### src/rtl/expr_eval_if.sv
// expr_eval_if: character stream into the evaluator and its evaluation status out
//   in       ASCII character offered to the evaluator
//   in_valid in is consumed at the next posedge when 1
//   result   signed value of the expression so far
//   ok       stream so far is a complete well-formed expression
//   err      sticky syntax error
//   ovf      sticky signed overflow
interface expr_eval_if #(parameter int WIDTH = 16);
    logic [7:0]       in;
    logic             in_valid;
    logic [WIDTH-1:0] result;
    logic             ok;
    logic             err;
    logic             ovf;
    modport master (output in, in_valid, input result, ok, err, ovf);
    modport slave (input in, in_valid, output result, ok, err, ovf);
endinterface

### src/rtl/expr_eval.sv
// expr_eval: evaluates a single-digit "d op d op d" ASCII stream with '*' over '+'/'-'
//   clk  clock, all state changes on posedge
//   clr  synchronous active-low clear, wins over in_valid
//   bus  slave side of expr_eval_if (in/in_valid in, result/ok/err/ovf out)
module expr_eval #(
    parameter int WIDTH = 16
) (
    input logic        clk,
    input logic        clr,
    expr_eval_if.slave bus
);
    typedef enum logic [1:0] {S_IDLE, S_DIG, S_OP, S_ERR} state_t;

    state_t           state_q, state_d;
    logic [WIDTH-1:0] sum_q, sum_d, term_q, term_d;
    logic             neg_q, neg_d, mul_q, mul_d, err_q, err_d, ovf_q, ovf_d;
    logic [3:0]       d;
    logic             is_dig, is_add, is_sub, is_mul, step_ovf;
    logic [WIDTH:0]   res_x, nres_x;
    logic [WIDTH+3:0] prod_x;

    // Exact sum/difference of two signed WIDTH values, one guard bit wide.
    function automatic logic [WIDTH:0] addsub(logic [WIDTH-1:0] a, logic [WIDTH-1:0] b, logic n);
        logic [WIDTH:0] ax, bx;
        ax = {a[WIDTH-1], a};
        bx = {b[WIDTH-1], b};
        return n ? ax - bx : ax + bx;
    endfunction

    // ASCII digits are 0x30..0x39, so the low nibble is the digit value.
    assign d      = bus.in[3:0];
    assign is_dig = bus.in >= "0" && bus.in <= "9";
    assign is_add = bus.in == "+";
    assign is_sub = bus.in == "-";
    assign is_mul = bus.in == "*";

    assign res_x  = addsub(sum_q, term_q, neg_q);
    assign prod_x = {{4{term_q[WIDTH-1]}}, term_q} * {{WIDTH{1'b0}}, d};

    always_comb begin
        state_d  = state_q;
        sum_d    = sum_q;
        term_d   = term_q;
        neg_d    = neg_q;
        mul_d    = mul_q;
        step_ovf = 1'b0;
        if (bus.in_valid) begin
            case (state_q)
                S_IDLE: begin
                    state_d = is_dig ? S_DIG : S_ERR;
                    if (is_dig) begin
                        sum_d  = '0;
                        term_d = WIDTH'(d);
                        neg_d  = 1'b0;
                    end
                end
                S_DIG: begin
                    state_d = (is_add || is_sub || is_mul) ? S_OP : S_ERR;
                    if (is_add || is_sub) begin
                        // Fold the finished term into the running sum.
                        sum_d    = res_x[WIDTH-1:0];
                        step_ovf = res_x != {res_x[WIDTH-1], res_x[WIDTH-1:0]};
                        term_d   = '0;
                        neg_d    = is_sub;
                        mul_d    = 1'b0;
                    end
                    if (is_mul) mul_d = 1'b1;
                end
                S_OP: begin
                    state_d = is_dig ? S_DIG : S_ERR;
                    if (is_dig) begin
                        term_d   = mul_q ? prod_x[WIDTH-1:0] : WIDTH'(d);
                        step_ovf = mul_q && prod_x != {{4{prod_x[WIDTH-1]}}, prod_x[WIDTH-1:0]};
                    end
                end
                default: ;
            endcase
        end
    end

    // The visible result after this edge must also fit, so check it ahead of time.
    assign nres_x = addsub(sum_d, term_d, neg_d);
    assign err_d  = err_q || state_d == S_ERR;
    assign ovf_d  = ovf_q || (bus.in_valid && (step_ovf || nres_x != {nres_x[WIDTH-1], nres_x[WIDTH-1:0]}));

    always_ff @(posedge clk) begin
        if (!clr) begin
            state_q <= S_IDLE;
            sum_q   <= '0;
            term_q  <= '0;
            neg_q   <= 1'b0;
            mul_q   <= 1'b0;
            err_q   <= 1'b0;
            ovf_q   <= 1'b0;
        end else begin
            state_q <= state_d;
            sum_q   <= sum_d;
            term_q  <= term_d;
            neg_q   <= neg_d;
            mul_q   <= mul_d;
            err_q   <= err_d;
            ovf_q   <= ovf_d;
        end
    end

    assign bus.result = res_x[WIDTH-1:0];
    assign bus.ok     = state_q == S_DIG;
    assign bus.err    = err_q;
    assign bus.ovf    = ovf_q;
endmodule
### src/flat_wrapper.sv
// flat-port wrapper written by rule: the top's interface ports become plain ports
module expr_eval_flat 
#(
    parameter int WIDTH = 16
)
  (clk, clr, bus_in, bus_in_valid, bus_result, bus_ok, bus_err, bus_ovf);
  expr_eval_if #(.WIDTH(WIDTH)) bus_i ();
  input logic clk;
  input logic clr;
  input wire logic [$bits(bus_i.in)-1:0] bus_in;
  input wire logic [$bits(bus_i.in_valid)-1:0] bus_in_valid;
  output wire logic [$bits(bus_i.result)-1:0] bus_result;
  output wire logic [$bits(bus_i.ok)-1:0] bus_ok;
  output wire logic [$bits(bus_i.err)-1:0] bus_err;
  output wire logic [$bits(bus_i.ovf)-1:0] bus_ovf;
  assign bus_i.in = bus_in;
  assign bus_i.in_valid = bus_in_valid;
  assign bus_result = bus_i.result;
  assign bus_ok = bus_i.ok;
  assign bus_err = bus_i.err;
  assign bus_ovf = bus_i.ovf;
  expr_eval #(.WIDTH(WIDTH)) u_core (.clk(clk), .clr(clr), .bus(bus_i));
endmodule
### config.mk
export PLATFORM = sky130hd
export DESIGN_NAME = expr_eval_flat
export DESIGN_NICKNAME = d
export VERILOG_FILES = /design/src/rtl/expr_eval_if.sv /design/src/rtl/expr_eval.sv /design/src/flat_wrapper.sv
export SDC_FILE = /design/constraint.sdc
export NUM_CORES = 1
export LEC_CHECK = 0
export BUFFER_PORTS_ARGS = -buffer_cell sky130_fd_sc_hd__buf_2
export CORE_UTILIZATION = 62
export CTS_CLUSTER_DIAMETER = 120
export CTS_CLUSTER_SIZE = 40
export DETAILED_ROUTE_END_ITERATION = 12
export PLACE_DENSITY = 0.91
export SLEW_MARGIN = 20
export SYNTH_ARGS = -nofsm -noshare
export SYNTH_HDL_FRONTEND = slang
export SYNTH_SLANG_ARGS = --single-unit
### constraint.sdc
create_clock -name clk -period 9.75 [get_ports clk]
set_clock_uncertainty 0.05 [all_clocks]
set_input_delay 0.975 -clock clk [delete_from_list [all_inputs] [get_ports clk]]
set_output_delay 0.975 -clock clk [all_outputs]
set_load 0.1 [all_outputs]
=== Word-level counts from Yosys, hierarchy flattened ===
Cells that the tools add are included.

* Add/subtract/negate cells: 4
* $mul: 1
* Magnitude comparators: 2
* Equality and inequality tests: 9
* Mux-type cells: 26
* Reductions and logical operators: 12

{| class="wikitable"
|+ Operators by type and width
! kind !! number
|-
| 16-bit two-way mux || 8
|-
| 16-bit case mux with 3 select lines || 1
|-
| 16-bit by 16-bit adder with 17-bit output || 2
|-
| 17-bit two-way mux || 2
|-
| 16-bit by 16-bit subtractor with 17-bit output || 2
|-
| 16-bit case mux with 2 select lines || 1
|-
| 8-bit by 6-bit equality test with 1-bit output, second input constant || 3
|-
| 20-bit by 4-bit multiplier with 20-bit output || 1
|-
| 1-bit two-way mux || 9
|-
| 8-bit by 6-bit greater-or-equal comparator with 1-bit output, second input constant || 1
|-
| 8-bit by 6-bit <= comparator with 1-bit output, second input constant || 1
|-
| 1-bit logical OR || 5
|-
| 2-bit equality test, second input constant || 2
|-
| 2-bit two-way mux || 2
|-
| 4-bit inequality test || 1
|-
| 1-bit case mux with 2 select lines || 2
|-
| 2-bit case mux with 2 select lines || 1
|-
| 1-bit logical AND || 3
|-
| 3-bit AND reduction || 1
|-
| 2-bit by 1-bit equality test with 1-bit output, second input constant || 1
|-
| 2-bit zero test || 1
|-
| 1-bit inequality test || 2
|-
| 2-bit nonzero test || 1
|-
| 2-bit OR reduction || 1
|}

* Bits in registers: 38
* Input port bits: 11
* Output and inout port bits: 19

=== Logic depth before layout (Yosys ltp) ===
* Depth after elaboration: 11
* Depth in mapped cells: 29
* Mapped depth without buffers: 26

=== Least setup slack after synthesis ===
OpenSTA, ideal clock, no wires.

* Path type: in2reg
* Start: in bus_in[1]
* End: reg u_core.ovf_q, in the netlist u_core.bus.ovf
* Library setup time: 133 ps
* Arrival time: 6740 ps
* Required time: 9567 ps
* Path slack: 2827 ps
* Cell stages on the path: 26
* Buffers on the path: 3
* Cell sequence: clkbuf_1 > clkbuf_1 > clkbuf_1 > nand2_1 > fa_1 > fa_1 > inv_1 > ha_1 > a211o_1 > a2111o_1 > a31oi_1 > mux2i_1 > or4b_1 > nor3_2 > a31oi_1 > xnor2_1 > ha_1 > a21o_1 > a21o_1 > a21oi_1 > o21ai_0 > a31oi_1 > mux2i_1 > xnor2_1 > xnor2_1 > o211ai_1

* Cells in the longest elaborated chain, start to end: 11
* Elaborated cells on any way between the ends: 34

{| class="wikitable"
|+ RTL lines
! item !! RTL line !! RTL
|-
| start: declaration || flat_wrapper.sv:10 || <nowiki>input wire logic [$bits(bus_i.in)-1:0] bus_in;</nowiki>
|-
| 20-bit by 4-bit multiplier with 20-bit output (tied with other cells) || expr_eval.sv:38 || <nowiki>assign prod_x = {{4{term_q[WIDTH-1]}}, term_q} * {{WIDTH{1'b0}}, d};</nowiki>
|-
| 16-bit two-way mux (tied with other cells) || expr_eval.sv:72 || <nowiki>term_d = mul_q ? prod_x[WIDTH-1:0] : WIDTH'(d);</nowiki>
|-
| 16-bit two-way mux (on tied branches) || expr_eval.sv:71, expr_eval.sv:51, expr_eval.sv:59 ||
|-
| 16-bit case mux with 3 select lines or 16-bit case mux with 2 select lines (tied branches) || expr_eval.sv:48 || <nowiki>case (state_q)</nowiki>
|-
| 16-bit two-way mux || expr_eval.sv:47 || <nowiki>if (bus.in_valid) begin</nowiki>
|-
| 16-bit by 16-bit adder with 17-bit output or 16-bit by 16-bit subtractor with 17-bit output (tied branches) || expr_eval.sv:27 || <nowiki>return n ? ax - bx : ax + bx;</nowiki>
|-
| 17-bit two-way mux || expr_eval.sv:27 ||
|-
| 1-bit inequality test || expr_eval.sv:84 || <nowiki>assign ovf_d = ovf_q || (bus.in_valid && (step_ovf || nres_x != {nres_x[WIDTH-1], nres_x[WIDTH-1:0]}));</nowiki>
|-
| 1-bit logical OR (*) || expr_eval.sv:84 ||
|-
| 1-bit logical AND (*) || expr_eval.sv:84 ||
|-
| 1-bit logical OR (*) || expr_eval.sv:84 ||
|-
| end signal: assignment || expr_eval.sv:102 || <nowiki>ovf_q <= ovf_d;</nowiki>
|-
| end: declaration || expr_eval.sv:16 || <nowiki>logic neg_q, neg_d, mul_q, mul_d, err_q, err_d, ovf_q, ovf_d;</nowiki>
|}

Every way passes the cells marked *; elsewhere a longest branch is shown, timed or not.
A chain may end at the register's enable or synchronous reset.

=== Worst setup path after layout ===
* Start: in bus_in[2]
* End: reg u_core.ovf_q, in the netlist u_core.bus.ovf

The elaborated chain is that of the path after synthesis.

==> results.md <==
- Startpoint Class: input pin
- Core area: 8810 sq um
- Total CTS buffers: 5
- Leak pwr: 2.83 nW
- I/O pins: 30
- Estimated wirelength of the detail-placed design: 11.9 mm
- Post-synth EDFFs: 0
- Routed WL: 15.0 mm
- Root Driver: clkbuf_8
- CTS Hold Bufs: 0
- Met1 Routed Length: 6.46 mm
- Post_cts resized: 0
- Tot GR Track Use: 0.323
- Via count: 5341
- CP Class: input pin to flip-flop
- Fill cells: 735
- Clk_lat worst skew: 0.31 ns
- Top routing layer in use: met4
- Top post-synthesis cells by count: 62 x and2_1, 59 x inv_1, 57 x ha_1, 53 x nand2_1, 42 x a21oi_1
- Flop pwr share: 0.290
- RSZ-0062 raised after global routing: no
- Async SR Flop Fraction: 0
- Largest net degree at the start of global routing: 40
- Yosys warns: 0
- Clock Sinks: 38
- Register area share after synthesis: 0.134
- Power density over the cells: 93.8 nW/um^2
- Max-slew violations: 0
- Drc violations: 4
- Status: complete, but fails checks
- Starting Density: 0.646
- Fin cells: 825
- Failing checks: design-rule violations
- CP max FO: 24
- Setup bufs post-CTS: 0
- Reg clk slew, reported paths: 0.10 ns
- Placed cell count: 817
- Fmax: 0.145 GHz
- Grt total ovfl: 0
- Count of standard-cell rows: 34
- Period utilization: 0.705
- Fraction of layout cells with a size suffix above 1: 0.0697
- PortBufs: 29
- Netlist cell types: 67
- Syn Nets: 816
- Comb power frac: 0.407
- Worst slew margin: 0.342
- Die extent in x: 97.8 microns
- Peak supply drop: 86.5 uV
- DRT iter0 DRCs: 432
- H-Tree Depth: 2
- Mapped Avg Cell Area: 7.97 sq um
- Area grow syn2layout: 5.15%
- Least-Margin Pin Slew: 0.962 ns
- DRT Pass-1 Iters: 10
- # diodes: 0
- Clock share of power: 0.303
- Main synth FF type: dfxtp_1
- Most common cell in the netlist: and2_1
- Cell area after synthesis: 5690 sq um
- Gpl congestion: 0.953
- Met3 routed WL: 936 microns
- Final setup vio count: 0
- Worst hold path class: flip-flop to flip-flop
- Vias in the first global route: 5226
- Net Sw Power: 0.246 mW
- Post-Synthesis Cells: 714
- Initial antenna violation count: 0
- Routed WL per cell: 18.2 microns
- Switching share of power: 0.439
- Synth top area share: 0.134
- Met2 Wirelength: 7.15 mm
- Full die area: 9560 sq um
- Crit path DAT: 7.00 ns
- Maxcap violations: 0
- Tmin final: 6.88 ns
- Final TNS setup: 0 ns
- Post-synth top area cell: dfxtp_1
- Final hold viol count: 0
- CP Capture Type: flip-flop
- Antenna Violating Nets Remaining: 0
- FF+latch count, synth: 38
- Top cells by area, synth: dfxtp_1 13%, ha_1 13%, fa_1 12%
- Via density: 6.47
- # nets final: 818
- Req. time, crit path: 9.87 ns
- CTS max path bufs: 2
- Int Power: 0.315 mW
- First-pass GRT wire length: 25.1 mm
- CTS tree: done
- Die Y: 97.8 microns
## registers in the layout, indices dropped and copies added, names as in the netlist
name	count
u_core.bus.err	1
u_core.bus.ovf	1
u_core.mul_q	1
u_core.neg_q	1
u_core.state_q	2
u_core.sum_q	16
u_core.term_q	16
## metrics by stage
stage          setup slack [ns]  total power [mW]  hold WS [ns]  instance area [sq um]   util
2_1_floorplan              2.83             0.353         0.463                   5690      -
3_3_place_gp               2.84             0.388         0.499                   5840  0.664
6_report                   2.87             0.561         0.514                   5980  0.679
4_1_cts                    2.96             0.560         0.521                   5980  0.679
3_5_place_dp               2.65             0.391         0.487                   5840  0.664
5_1_grt                    2.46             0.579         0.554                   5980  0.679
## power groups by stage
stage               Clock, mW  Sequential, mW  Combinational, mW
detailed placement          0           0.166              0.225
finish                  0.170           0.163              0.228
global route            0.176           0.163              0.239
CTS                     0.171           0.163              0.227
global placement            0           0.166              0.221
floorplan                   0           0.179              0.173
## worst paths after layout
kind                         start             end  slack [ns]  cells past startpoint
setup / recovery         bus_in[2]  u_core.bus.ovf        2.87                     25
hold / removal      u_core.bus.err  u_core.bus.err        0.51                      1
setup reg to reg  u_core.term_q[0]  u_core.bus.ovf        3.38                     24
hold reg to reg     u_core.bus.err  u_core.bus.err        0.51                      1
## worst max-delay path: stages
cell      delay [ns]
buf_2           0.34
nand2_1         0.13
fa_1            0.51
fa_1            0.60
inv_1           0.06
ha_1            0.30
a211o_1         0.33
a2111o_1        0.42
a31oi_1         0.25
mux2i_1         0.13
or4b_1          0.54
nor3_2          0.29
and2_1          0.23
a21oi_1         0.09
xor2_1          0.18
ha_1            0.36
nand4_1         0.13
nor2_1          0.18
o21ai_0         0.13
a21oi_1         0.19
nand2_1         0.07
mux2i_1         0.18
xnor2_1         0.15
xnor2_1         0.13
o211ai_1        0.09
## cell type report
type,instances,area [sq um],area share
clock inverter,3,68.8,0.0115
multi-input combinational,582,4570,0.765
sequential,38,761,0.127
inverter,59,221,0.0370
timing repair buffer,30,153,0.0255
tap,108,135,0.0226
clock buffer,5,68.8,0.0115
## cells by family after synthesis
| group | after synthesis | synth area share |
|---|---|---|
| adder cells (fa/ha/maj) | 91 | 0.245 |
| XOR/XNOR | 56 | 0.0862 |
| buffers and inverters | 94 | 0.0623 |
| AO/OA/AOI/OAI | 183 | 0.227 |
| AND/OR/NAND/NOR | 247 | 0.237 |
| flip-flops | 38 | 0.134 |
| multiplexers | 5 | 0.00902 |
## per-layer routing
| layer | vias up | GRT usage |
|---|---|---|
| met5 | - | 0 |
| met4 | 0 | 0.120 |
| met3 | 47 | 0.0365 |
| met2 | 214 | 0.551 |
| met1 | 2575 | 0.423 |
| li1 | 2505 | - |
## placed cells by master (no fill, tap or decap), types with 11 or more instances in the layout
master / count
o21ai_0: 26
nor3_1: 13
a31oi_1: 13
a21oi_1: 42
inv_1: 59
nand2_1: 53
buf_2: 29
xor2_1: 21
o21a_1: 11
ha_1: 57
a21o_1: 20
dfxtp_1: 38
and2_1: 62
nor2b_1: 25
nor2_1: 37
a22o_1: 19
fa_1: 34
xnor2_1: 35
Note: power is estimated with default switching activity, not from simulation.
